**config.mk**
```make
export PLATFORM = sky130hd
export DESIGN_NAME = alu_rv_pipe
export DESIGN_NICKNAME = d
export VERILOG_FILES = /design/src/rtl/alu_rv_pkg.sv /design/src/rtl/alu_rv_core.sv /design/src/rtl/alu_rv_pipe.sv
export SDC_FILE = /design/constraint.sdc
export NUM_CORES = 1
export LEC_CHECK = 0
export ABC_AREA = 1
export CAP_MARGIN = 10
export CORE_UTILIZATION = 45
export CTS_CLUSTER_DIAMETER = 50
export CTS_CLUSTER_SIZE = 14
export DETAILED_ROUTE_END_ITERATION = 16
export HOLD_SLACK_MARGIN = 0.05
export PLACE_DENSITY = 0.65
export SETUP_SLACK_MARGIN = 0.2
export SLEW_MARGIN = 25
export SYNTH_ARGS = -nofsm -noshare
export SYNTH_HDL_FRONTEND = slang
export SYNTH_HIERARCHICAL = 1
export SYNTH_SLANG_ARGS = --single-unit
```
**constraint.sdc**
```tcl
create_clock -name clock -period 4 [get_ports clock]
set_input_delay 0.8 -clock clock [delete_from_list [all_inputs] [get_ports clock]]
set_output_delay 0.8 -clock clock [all_outputs]
set_load 0.01 [all_outputs]
```
**src/rtl/alu_rv_pkg.sv**
```systemverilog
// Shared opcode/funct constants, ALU operation encoding and funct3 decode
// helper for the RV32I/RV64I execute unit.
package alu_rv_pkg;

    localparam logic [6:0] OPC_OP     = 7'b0110011;
    localparam logic [6:0] OPC_OP_IMM = 7'b0010011;
    localparam logic [6:0] OPC_BRANCH = 7'b1100011;

    localparam logic [2:0] F3_ADD  = 3'd0;
    localparam logic [2:0] F3_SLL  = 3'd1;
    localparam logic [2:0] F3_SLT  = 3'd2;
    localparam logic [2:0] F3_SLTU = 3'd3;
    localparam logic [2:0] F3_XOR  = 3'd4;
    localparam logic [2:0] F3_SRL  = 3'd5;
    localparam logic [2:0] F3_OR   = 3'd6;
    localparam logic [2:0] F3_AND  = 3'd7;

    localparam logic [2:0] F3_BEQ  = 3'd0;
    localparam logic [2:0] F3_BNE  = 3'd1;
    localparam logic [2:0] F3_BLT  = 3'd4;
    localparam logic [2:0] F3_BGE  = 3'd5;
    localparam logic [2:0] F3_BLTU = 3'd6;
    localparam logic [2:0] F3_BGEU = 3'd7;

    localparam logic [6:0] F7_BASE = 7'h00;
    localparam logic [6:0] F7_ALT  = 7'h20;

    typedef enum logic [3:0] {
        ALU_ADD,
        ALU_SUB,
        ALU_SLL,
        ALU_SLT,
        ALU_SLTU,
        ALU_XOR,
        ALU_SRL,
        ALU_SRA,
        ALU_OR,
        ALU_AND
    } alu_op_e;

    // alt selects SUB for funct3 0 and SRA for funct3 5; ignored otherwise.
    function automatic alu_op_e f3_to_op(input logic [2:0] f3, input logic alt);
        alu_op_e op;
        case (f3)
            F3_ADD:  op = alt ? ALU_SUB : ALU_ADD;
            F3_SLL:  op = ALU_SLL;
            F3_SLT:  op = ALU_SLT;
            F3_SLTU: op = ALU_SLTU;
            F3_XOR:  op = ALU_XOR;
            F3_SRL:  op = alt ? ALU_SRA : ALU_SRL;
            F3_OR:   op = ALU_OR;
            default: op = ALU_AND;
        endcase
        return op;
    endfunction

endpackage

```
**src/rtl/alu_rv_core.sv**
```systemverilog
// Combinational integer ALU: (op, a, b) -> result, XLEN wide.
module alu_rv_core
    import alu_rv_pkg::*;
#(
    parameter int XLEN = 32
) (
    input  alu_op_e         op,
    input  logic [XLEN-1:0] a,
    input  logic [XLEN-1:0] b,
    output logic [XLEN-1:0] result
);

    localparam int SHW = $clog2(XLEN);

    logic [SHW-1:0] shamt;

    assign shamt = b[SHW-1:0];

    always_comb begin
        result = '0;
        case (op)
            ALU_ADD:  result = a + b;
            ALU_SUB:  result = a - b;
            ALU_SLL:  result = a << shamt;
            ALU_SLT:  result = XLEN'($signed(a) < $signed(b));
            ALU_SLTU: result = XLEN'(a < b);
            ALU_XOR:  result = a ^ b;
            ALU_SRL:  result = a >> shamt;
            ALU_SRA:  result = XLEN'($signed(a) >>> shamt);
            ALU_OR:   result = a | b;
            ALU_AND:  result = a & b;
            default:  result = '0;
        endcase
    end

endmodule

```
**src/rtl/alu_rv_pipe.sv**
```systemverilog
// Two-stage RV32I/RV64I OP/OP-IMM execute unit with valid/ready on both sides.
// Define ALU_RV_BRANCH_EN to add conditional-branch resolution (pc/branch_* ports).
module alu_rv_pipe
    import alu_rv_pkg::*;
#(
    parameter int XLEN = 32
) (
    input  logic            clock,
    input  logic            reset,
    input  logic            in_valid,
    output logic            in_ready,
    input  logic [31:0]     instruction,
    input  logic [XLEN-1:0] rs1_value,
    input  logic [XLEN-1:0] rs2_value,
`ifdef ALU_RV_BRANCH_EN
    input  logic [XLEN-1:0] pc,
    output logic            branch_taken,
    output logic [XLEN-1:0] branch_target,
`endif
    output logic [4:0]      rs1,
    output logic [4:0]      rs2,
    output logic            out_valid,
    input  logic            out_ready,
    output logic [4:0]      rd,
    output logic [XLEN-1:0] rd_result,
    output logic            rd_write,
    output logic            illegal
);

    logic [6:0]      opcode;
    logic [2:0]      f3;
    logic [6:0]      f7;
    logic [6:0]      shf7;
    logic [XLEN-1:0] imm_i;

    alu_op_e         dec_op;
    logic [XLEN-1:0] dec_b;
    logic            dec_illegal;
    logic            dec_branch;

    logic            s0_valid;
    logic [4:0]      s0_rd;
    alu_op_e         s0_op;
    logic [XLEN-1:0] s0_a;
    logic [XLEN-1:0] s0_b;
    logic            s0_illegal;
    logic            s0_write;
    logic            s0_branch;

    logic            s1_adv;
    logic [XLEN-1:0] alu_result;

    assign opcode = instruction[6:0];
    assign f3     = instruction[14:12];
    assign f7     = instruction[31:25];
    assign rs1    = instruction[19:15];
    assign rs2    = instruction[24:20];
    assign imm_i  = {{(XLEN-12){instruction[31]}}, instruction[31:20]};

    // On RV64 instruction[25] is shamt[5], so it is excluded from the funct7 check.
    assign shf7 = (XLEN == 64) ? {instruction[31:26], 1'b0} : instruction[31:25];

    always_comb begin
        dec_op      = f3_to_op(f3, 1'b0);
        dec_b       = rs2_value;
        dec_illegal = 1'b1;
        dec_branch  = 1'b0;
        case (opcode)
            OPC_OP: begin
                dec_illegal = !((f7 == F7_BASE) ||
                                ((f7 == F7_ALT) && ((f3 == F3_ADD) || (f3 == F3_SRL))));
                dec_op      = f3_to_op(f3, f7 == F7_ALT);
            end
            OPC_OP_IMM: begin
                dec_b       = imm_i;
                dec_illegal = 1'b0;
                if (f3 == F3_SLL)
                    dec_illegal = (shf7 != F7_BASE);
                if (f3 == F3_SRL)
                    dec_illegal = (shf7 != F7_BASE) && (shf7 != F7_ALT);
                dec_op      = f3_to_op(f3, (f3 == F3_SRL) && (shf7 == F7_ALT));
            end
`ifdef ALU_RV_BRANCH_EN
            OPC_BRANCH: begin
                dec_branch  = 1'b1;
                dec_illegal = (f3 == 3'd2) || (f3 == 3'd3);
            end
`endif
            default: ;
        endcase
    end

    assign s1_adv   = !out_valid || out_ready;
    assign in_ready = !s0_valid || s1_adv;

    always_ff @(posedge clock or posedge reset) begin
        if (reset) begin
            s0_valid   <= 1'b0;
            s0_rd      <= '0;
            s0_op      <= ALU_ADD;
            s0_a       <= '0;
            s0_b       <= '0;
            s0_illegal <= 1'b0;
            s0_write   <= 1'b0;
            s0_branch  <= 1'b0;
        end else if (in_ready) begin
            s0_valid <= in_valid;
            if (in_valid) begin
                s0_rd      <= instruction[11:7];
                s0_op      <= dec_op;
                s0_a       <= rs1_value;
                s0_b       <= dec_b;
                s0_illegal <= dec_illegal;
                s0_write   <= !dec_illegal && !dec_branch && (instruction[11:7] != 5'd0);
                s0_branch  <= dec_branch;
            end
        end
    end

    alu_rv_core #(.XLEN(XLEN)) u_core (
        .op     (s0_op),
        .a      (s0_a),
        .b      (s0_b),
        .result (alu_result)
    );

    always_ff @(posedge clock or posedge reset) begin
        if (reset) begin
            out_valid <= 1'b0;
            rd        <= '0;
            rd_result <= '0;
            rd_write  <= 1'b0;
            illegal   <= 1'b0;
        end else if (s1_adv) begin
            out_valid <= s0_valid;
            if (s0_valid) begin
                rd        <= s0_rd;
                rd_result <= (s0_illegal || s0_branch) ? '0 : alu_result;
                rd_write  <= s0_write;
                illegal   <= s0_illegal;
            end
        end
    end

`ifdef ALU_RV_BRANCH_EN
    logic [2:0]      s0_f3;
    logic [XLEN-1:0] s0_pc;
    logic [XLEN-1:0] s0_imm_b;
    logic [XLEN-1:0] imm_b;
    logic            br_cond;

    assign imm_b = {{(XLEN-13){instruction[31]}}, instruction[31], instruction[7],
                    instruction[30:25], instruction[11:8], 1'b0};

    // Branch operands ride in s0_a / s0_b (rs1_value / rs2_value).
    always_comb begin
        br_cond = 1'b0;
        case (s0_f3)
            F3_BEQ:  br_cond = (s0_a == s0_b);
            F3_BNE:  br_cond = (s0_a != s0_b);
            F3_BLT:  br_cond = ($signed(s0_a) <  $signed(s0_b));
            F3_BGE:  br_cond = ($signed(s0_a) >= $signed(s0_b));
            F3_BLTU: br_cond = (s0_a <  s0_b);
            F3_BGEU: br_cond = (s0_a >= s0_b);
            default: br_cond = 1'b0;
        endcase
    end

    always_ff @(posedge clock or posedge reset) begin
        if (reset) begin
            s0_f3         <= '0;
            s0_pc         <= '0;
            s0_imm_b      <= '0;
            branch_taken  <= 1'b0;
            branch_target <= '0;
        end else begin
            if (in_ready && in_valid) begin
                s0_f3    <= f3;
                s0_pc    <= pc;
                s0_imm_b <= imm_b;
            end
            if (s1_adv && s0_valid) begin
                branch_taken  <= s0_branch && !s0_illegal && br_cond;
                branch_target <= (s0_branch && !s0_illegal) ? (s0_pc + s0_imm_b) : '0;
            end
        end
    end
`endif

endmodule

```
== After elaboration in Yosys (flattened, before gate mapping) ==
Index checks and enable logic that the tools add are counted.
Operators by class
  equal/unequal tests: 19
  order comparisons: 2
  add/subtract/negate cells: 2
  reductions and logical operators: 19
  shifts and indexed selects: 3
  muxes and demuxes: 14
  bitwise logic cells: 3
Operator list (number)
  $pmux 32 s10: 1
  $pmux 4 s7: 3
  $lt 32x32->1: 2
  $mux 32: 2
  $add 32x32->32: 1
  $and 32x32->32: 1
  $or 32x32->32: 1
  $shl 32x5->32: 1
  $shr 32x5->32: 1
  $sshr 32x5->32: 1
  $sub 32x32->32: 1
  $xor 32x32->32: 1
  $eq 4x3->1 const B: 4
  $eq 7x6->1 const B: 2
  $eq 3x3->1 const B: 3
  $eq 4x2->1 const B: 2
  $eq 4x4->1 const B: 2
  $pmux 4 s2: 1
  $eq 7x5->1 const B: 1
  $logic_not 7->1: 1
  $ne 7x6->1 const B: 1
  $reduce_bool 7->1: 1
  $eq 3x2->1 const B: 2
  $mux 1: 6
  10 further kinds: 20
Word-level totals
  output and inout port bits: 51
  word-level logic and storage cells: 74
  input bits: 100
  register bits after elaboration: 116

== Depth between registers and ports, before layout ==
  word-level depth: 8
  depth in mapped cells: 21
  gate-level depth less buffers: 17

== By module ==
Netlist, hierarchy kept.
Modules (own cells, without submodules)
  alu_rv_core: cells each 2063, area each 10037.1 um^2, sequential area each 0.0 um^2, instances 1
  alu_rv_pipe: cells each 504, area each 4832.1 um^2, sequential area each 2902.8 um^2, instances 1

== Least setup slack after synthesis ==
No wires, ideal clock.
  kind: register -> register
  from: register s0_b[4]
  to: register rd_result[12]
  period minus slack after synthesis: 2719 ps
  required time: 3879 ps
  library setup time: 121 ps
  arrival: 2598 ps
  setup slack: 1281 ps
  stages on the path, launching flop included: 16
  path buffers: 3
  cell sequence: dfrtp_1 > inv_1 > clkbuf_1 > buf_1 > ha_1 > buf_2 > nor2_1 > nand2_1 > nor2_1 > nand2_1 > nand3_1 > xor2_1 > nor2_1 > nor2_1 > nand3_1 > a22o_1
Between the ends
  word-level cells in the longest chain between the ends: 3
  elaborated cells between the ends (all ways): 7
  those cells by class: add/sub (2); shift (3); mux (2)
RTL lines
  from (decl): RTL line alu_rv_pipe.sv:45  | logic [XLEN-1:0] s0_b;
  from (signal assigned): RTL line alu_rv_pipe.sv:102  | s0_b <= '0;
  from (signal assigned): RTL line alu_rv_pipe.sv:112  | s0_b <= dec_b;
  $sub 32x32->32 (tied with other cells): RTL line alu_rv_core.sv:23  | ALU_SUB: result = a - b;
  $pmux 32 s10 *: RTL line alu_rv_core.sv:21  | case (op)
  named net alu_result[12]: RTL line alu_rv_pipe.sv:51  | logic [XLEN-1:0] alu_result;
  $mux 32 *: RTL line alu_rv_pipe.sv:138  | rd_result <= (s0_illegal || s0_branch) ? '0 : alu_result;
  to (signal assigned): RTL line alu_rv_pipe.sv:138
  to (decl): RTL line alu_rv_pipe.sv:25  | output logic [XLEN-1:0] rd_result,
Mark *: on every way through the listed nets, which the timed path passes. The rest lies on a longest branch.
A chain may end at the register's enable or synchronous reset.

== Worst setup path after layout ==
  from: register s0_b[1]
  to: register rd_result[9]
Same word-level chain as after synthesis.

==> results.md <==
| Metric | Reported |
|:---|:---|
| Endpoint type of the worst setup path | flop |
| Total area of multi-input combinational cells | 10100 um^2 |
| Area added between synthesis and finish | 14.3% |
| Data arrival time of the worst path | 3.71 ns |
| Placed wire-length estimate after detailed placement | 58300 um |
| Critical register-to-register path startpoint | s0_b[1] |
| Post-route ant nets | 0 |
| Final period demand of the worst path | 3.36 ns |
| Top cell type's share of synthesized area | 22.0% |
| Clock sinks | 116 |
| Critical path startpoint | s0_b[1] |
| Mean routed wirelength per cell | 23.7 um |
| Final Total Pwr | 8.05 mW |
| Initial standard-cell utilization of the core | 45.7% |
| Worst r2r dst | rd_result[9] |
| Worst Path Max Fanout | 37 |
| Clock latency at the later pin of the worst-skew pair | 0.46 ns |
| Clock buffers created by TritonCTS | 17 |
| Std-Cell Rows | 66 |
| Maximum level of the CTS H-tree | 4 |
| Post-Syn Instances | 2567 |
| Slew margin rel. | 43.5% |
| Fin crit share | 83.9% |
| Buffer type at the clock tree root | clkbuf_16 |
| Leakage power of the design | 8.94 nW |
| 1st-iter DRT viols | 3023 |
| Clock tree from TritonCTS | built |
| Summed negative setup slack over all endpoints | 0 ns |
| Quantity of gates resized following cts | 0 |
| Worst-case hold slack | 0.478 ns |
| Placer's final routability congestion estimate | 1.09 |
| Horizontal die dimension | 184 um |
| Synth Net Count | 2768 |
| Worst Setup EP | rd_result[9] |
| Length in cells of the worst reg-to-reg path | 12 |
| Maximum single-stage delay on the critical path | 0.51 ns |
| Final hold violation count | 0 |
| Library cells used by synthesis | 51 |
| Ys Warns | 6 |
| Max rail drop VDD | 0.343 mV |
| Post-place setup slack | 0.886 ns |
| FMAX | 298 MHz |
| Post-route clock skew | 0.0161 ns |
| Die height | 184 um |
| Share of cells above drive strength 1 | 5.32% |
| Worst setup path class | flop to flop |
| Average cell area after synthesis | 5.79 um^2 |
| Maximum number of pins on one net before global-route repair | 70 |
| Master of the slowest instance on the critical path | inv_2 |
| Overall Global Routing Usage | 43.7% |
| Clock slew seen by the registers of the worst setup and hold paths | 0.07 ns |
| Status | finished, final reports clean |
| Detailed-route via count | 18700 |
| Area of the core | 32500 um^2 |
| Setup ws final | 0.643 ns |
| Number of buffers inserted for hold repair after clock tree synthesis | 0 |
| Antenna violations before repair | 3 |
| Share of synthesized registers carrying an async set or reset | 100% |
| FF-to-FF setup slack | 0.64 ns |
| Full die area | 33800 um^2 |
| Least-Margin Pin Slew | 0.846 ns |
| Setup repair after global routing missed its margin | no |
| Vias in the first global route | 17200 |
| Max-cap violation count | 0 |
| Filler cells | 3513 |
| Leading area contributor after synthesis | nand2_1 |
| Flip-flop cell with the highest count after synthesis | dfrtp_1 |
| Number of top-level pins | 151 |
| Number of instances on the worst hold path | 2 |
| Wire length of the first global-routing pass | 108000 um |
| Avg Vias per Cell | 6.04 |
| Synth area leaders | nand2_1, dfrtp_1, nand3_1 |
| Sequential cell area | 2910 um^2 |
| Total Nets Final | 2838 |
| EDFF count, synth | 0 |
| Finished Layout Cells | 3095 |
| Sequential-to-total area share from yosys stat | 19.5% |
| Bufs on Longest Clock Path | 2 |
| Number of post-CTS setup repair buffers | 0 |
| Number of DRC violations after detailed routing | 0 |
| Worst min path class | flop to flop |
| Cell-by-cell trace of the critical path | inv_2 > ha_1 > nor2_1 > nand3_1 > nand3_1 > nand2_1 > nand2_1 > xor2_1 > nor2_1 > nor2_1 > nand3_1 > a22o_1 |
| Placed insts | 3060 |
| Post-Synthesis Cell Area | 14900 um^2 |
| Buffers on Ports | 140 |
| Number of detailed-route iterations in the first pass | 9 |
| Power density over cell area | 473 nW/um^2 |
| Count of pins over their slew limit | 0 |
| Sum of overflow across all layers after global routing | 0 |
| Post-Route WL | 73400 um |
| Critical Path Start Type | flop |
| Final Setup Violations | 0 |
| Required time reported for the critical path endpoint | 4.35 ns |
| Number of synthesized register bits | 116 |
[logic make-up after synthesis]
family                   Yosys count  synth area share [%]
XOR/XNOR                           3                 0.177
AND/OR/NAND/NOR                 1579                  45.1
AO/OA/AOI/OAI                    325                  13.7
multiplexers                       1                0.0673
flip-flops                       116                  19.5
buffers and inverters            442                  12.8
adder cells (fa/ha/maj)          101                  8.60
[cell usage after synthesis, types with 3 or more instances]
master    number
buf_1          5
nor2_2         6
nor2_4         4
nor2_1       198
ha_1          99
o21ai_0       83
dfrtp_1      116
o211ai_1      22
buf_4         28
and2_1        11
a22o_1        33
a21oi_1       89
nand4_1       37
clkbuf_1      24
a21oi_2       21
nand2_2        6
inv_1        300
nor3_1        29
nor4_1         3
xor2_1         3
o21ai_2        5
a221oi_1       4
buf_2         58
clkbuf_2       3
inv_2         14
o22ai_1       21
nand2_1      872
o21bai_1      14
o21ai_1       18
buf_6          8
o221ai_1       4
nand3_1      400
nand3b_1       4
[worst min-delay path by stage]
stage,endpoint,from
detailed placement,rd[3],s0_rd[3]
floorplan,rd[0],s0_rd[0]
global placement,rd[1],s0_rd[1]
CTS,rd[1],s0_rd[1]
finish,rd[1],s0_rd[1]
global route,rd[3],s0_rd[3]
[state kept, by name, summed over array words and instances, names as in the netlist]
register    cells
illegal         1
out_valid       1
rd              5
rd_result      32
rd_write        1
s0_a           32
s0_b           32
s0_illegal      1
s0_op           4
s0_rd           5
s0_valid        1
s0_write        1
[metrics by stage]
stage | area [um^2] | utilization [%]
floorplan | 14900 | -
CTS | 17000 | 52.2
finish | 17000 | 52.2
global placement | 16400 | 50.4
detailed placement | 16400 | 50.4
global route | 17000 | 52.2
[report_power, final]
group | leakage, nW | internal, mW | total [mW] | switching, mW
Combinational | 7.22 | 1.45 | 4.78 | 3.33
Sequential | 1.43 | 1.38 | 1.68 | 0.298
Clock | 0.282 | 0.830 | 1.59 | 0.759
Total | 8.94 | 3.66 | 8.05 | 4.38
[cells in the final DEF (no fill, tap or decap), types with 11 or more instances in the layout]
cell	netlist	routed
o21ai_0	83	83
ha_1	99	99
nor2_1	198	197
a21oi_1	89	89
clkbuf_16	0	17
o21bai_1	14	14
a22o_1	33	33
o22ai_1	21	21
inv_1	300	299
buf_4	28	36
nand3_1	400	400
dfrtp_1	116	114
nor3_1	29	29
nand4_1	37	37
clkdlybuf4s50_1	0	140
and2_1	11	11
o21ai_1	18	18
a21oi_2	21	21
inv_2	14	14
nand2_1	872	871
o211ai_1	22	22
[metal layers]
metal,wire (um),track usage (%),vias to the layer above
met5,16,0,-
met4,4120,22.6,2
met3,8920,11.2,232
met2,31300,67.4,1300
met1,29000,56.0,8678
li1,-,-,8482
[critical path, delay by kind of cell, from the launching register on]
kind                     cells  cell delay (ns)
AO/OA/AOI/OAI                1             0.22
XOR/XNOR                     1             0.18
adder cells (fa/ha/maj)      1             0.42
buffers and inverters        1             0.51
flip-flops                   1             0.42
AND/OR/NAND/NOR              8             1.48
[final cells by class]
cell class | count | area share [%]
Antenna cell | 3 | 0.0442
Inverter | 316 | 7.04
Clock buffer | 17 | 2.50
Clock inverter | 15 | 0.898
Sequential cell | 116 | 17.1
Multi-Input combinational cell | 2009 | 59.2
Timing Repair Buffer | 177 | 9.95
Tap cell | 442 | 3.25
Note: power is estimated with default switching activity, not from simulation.
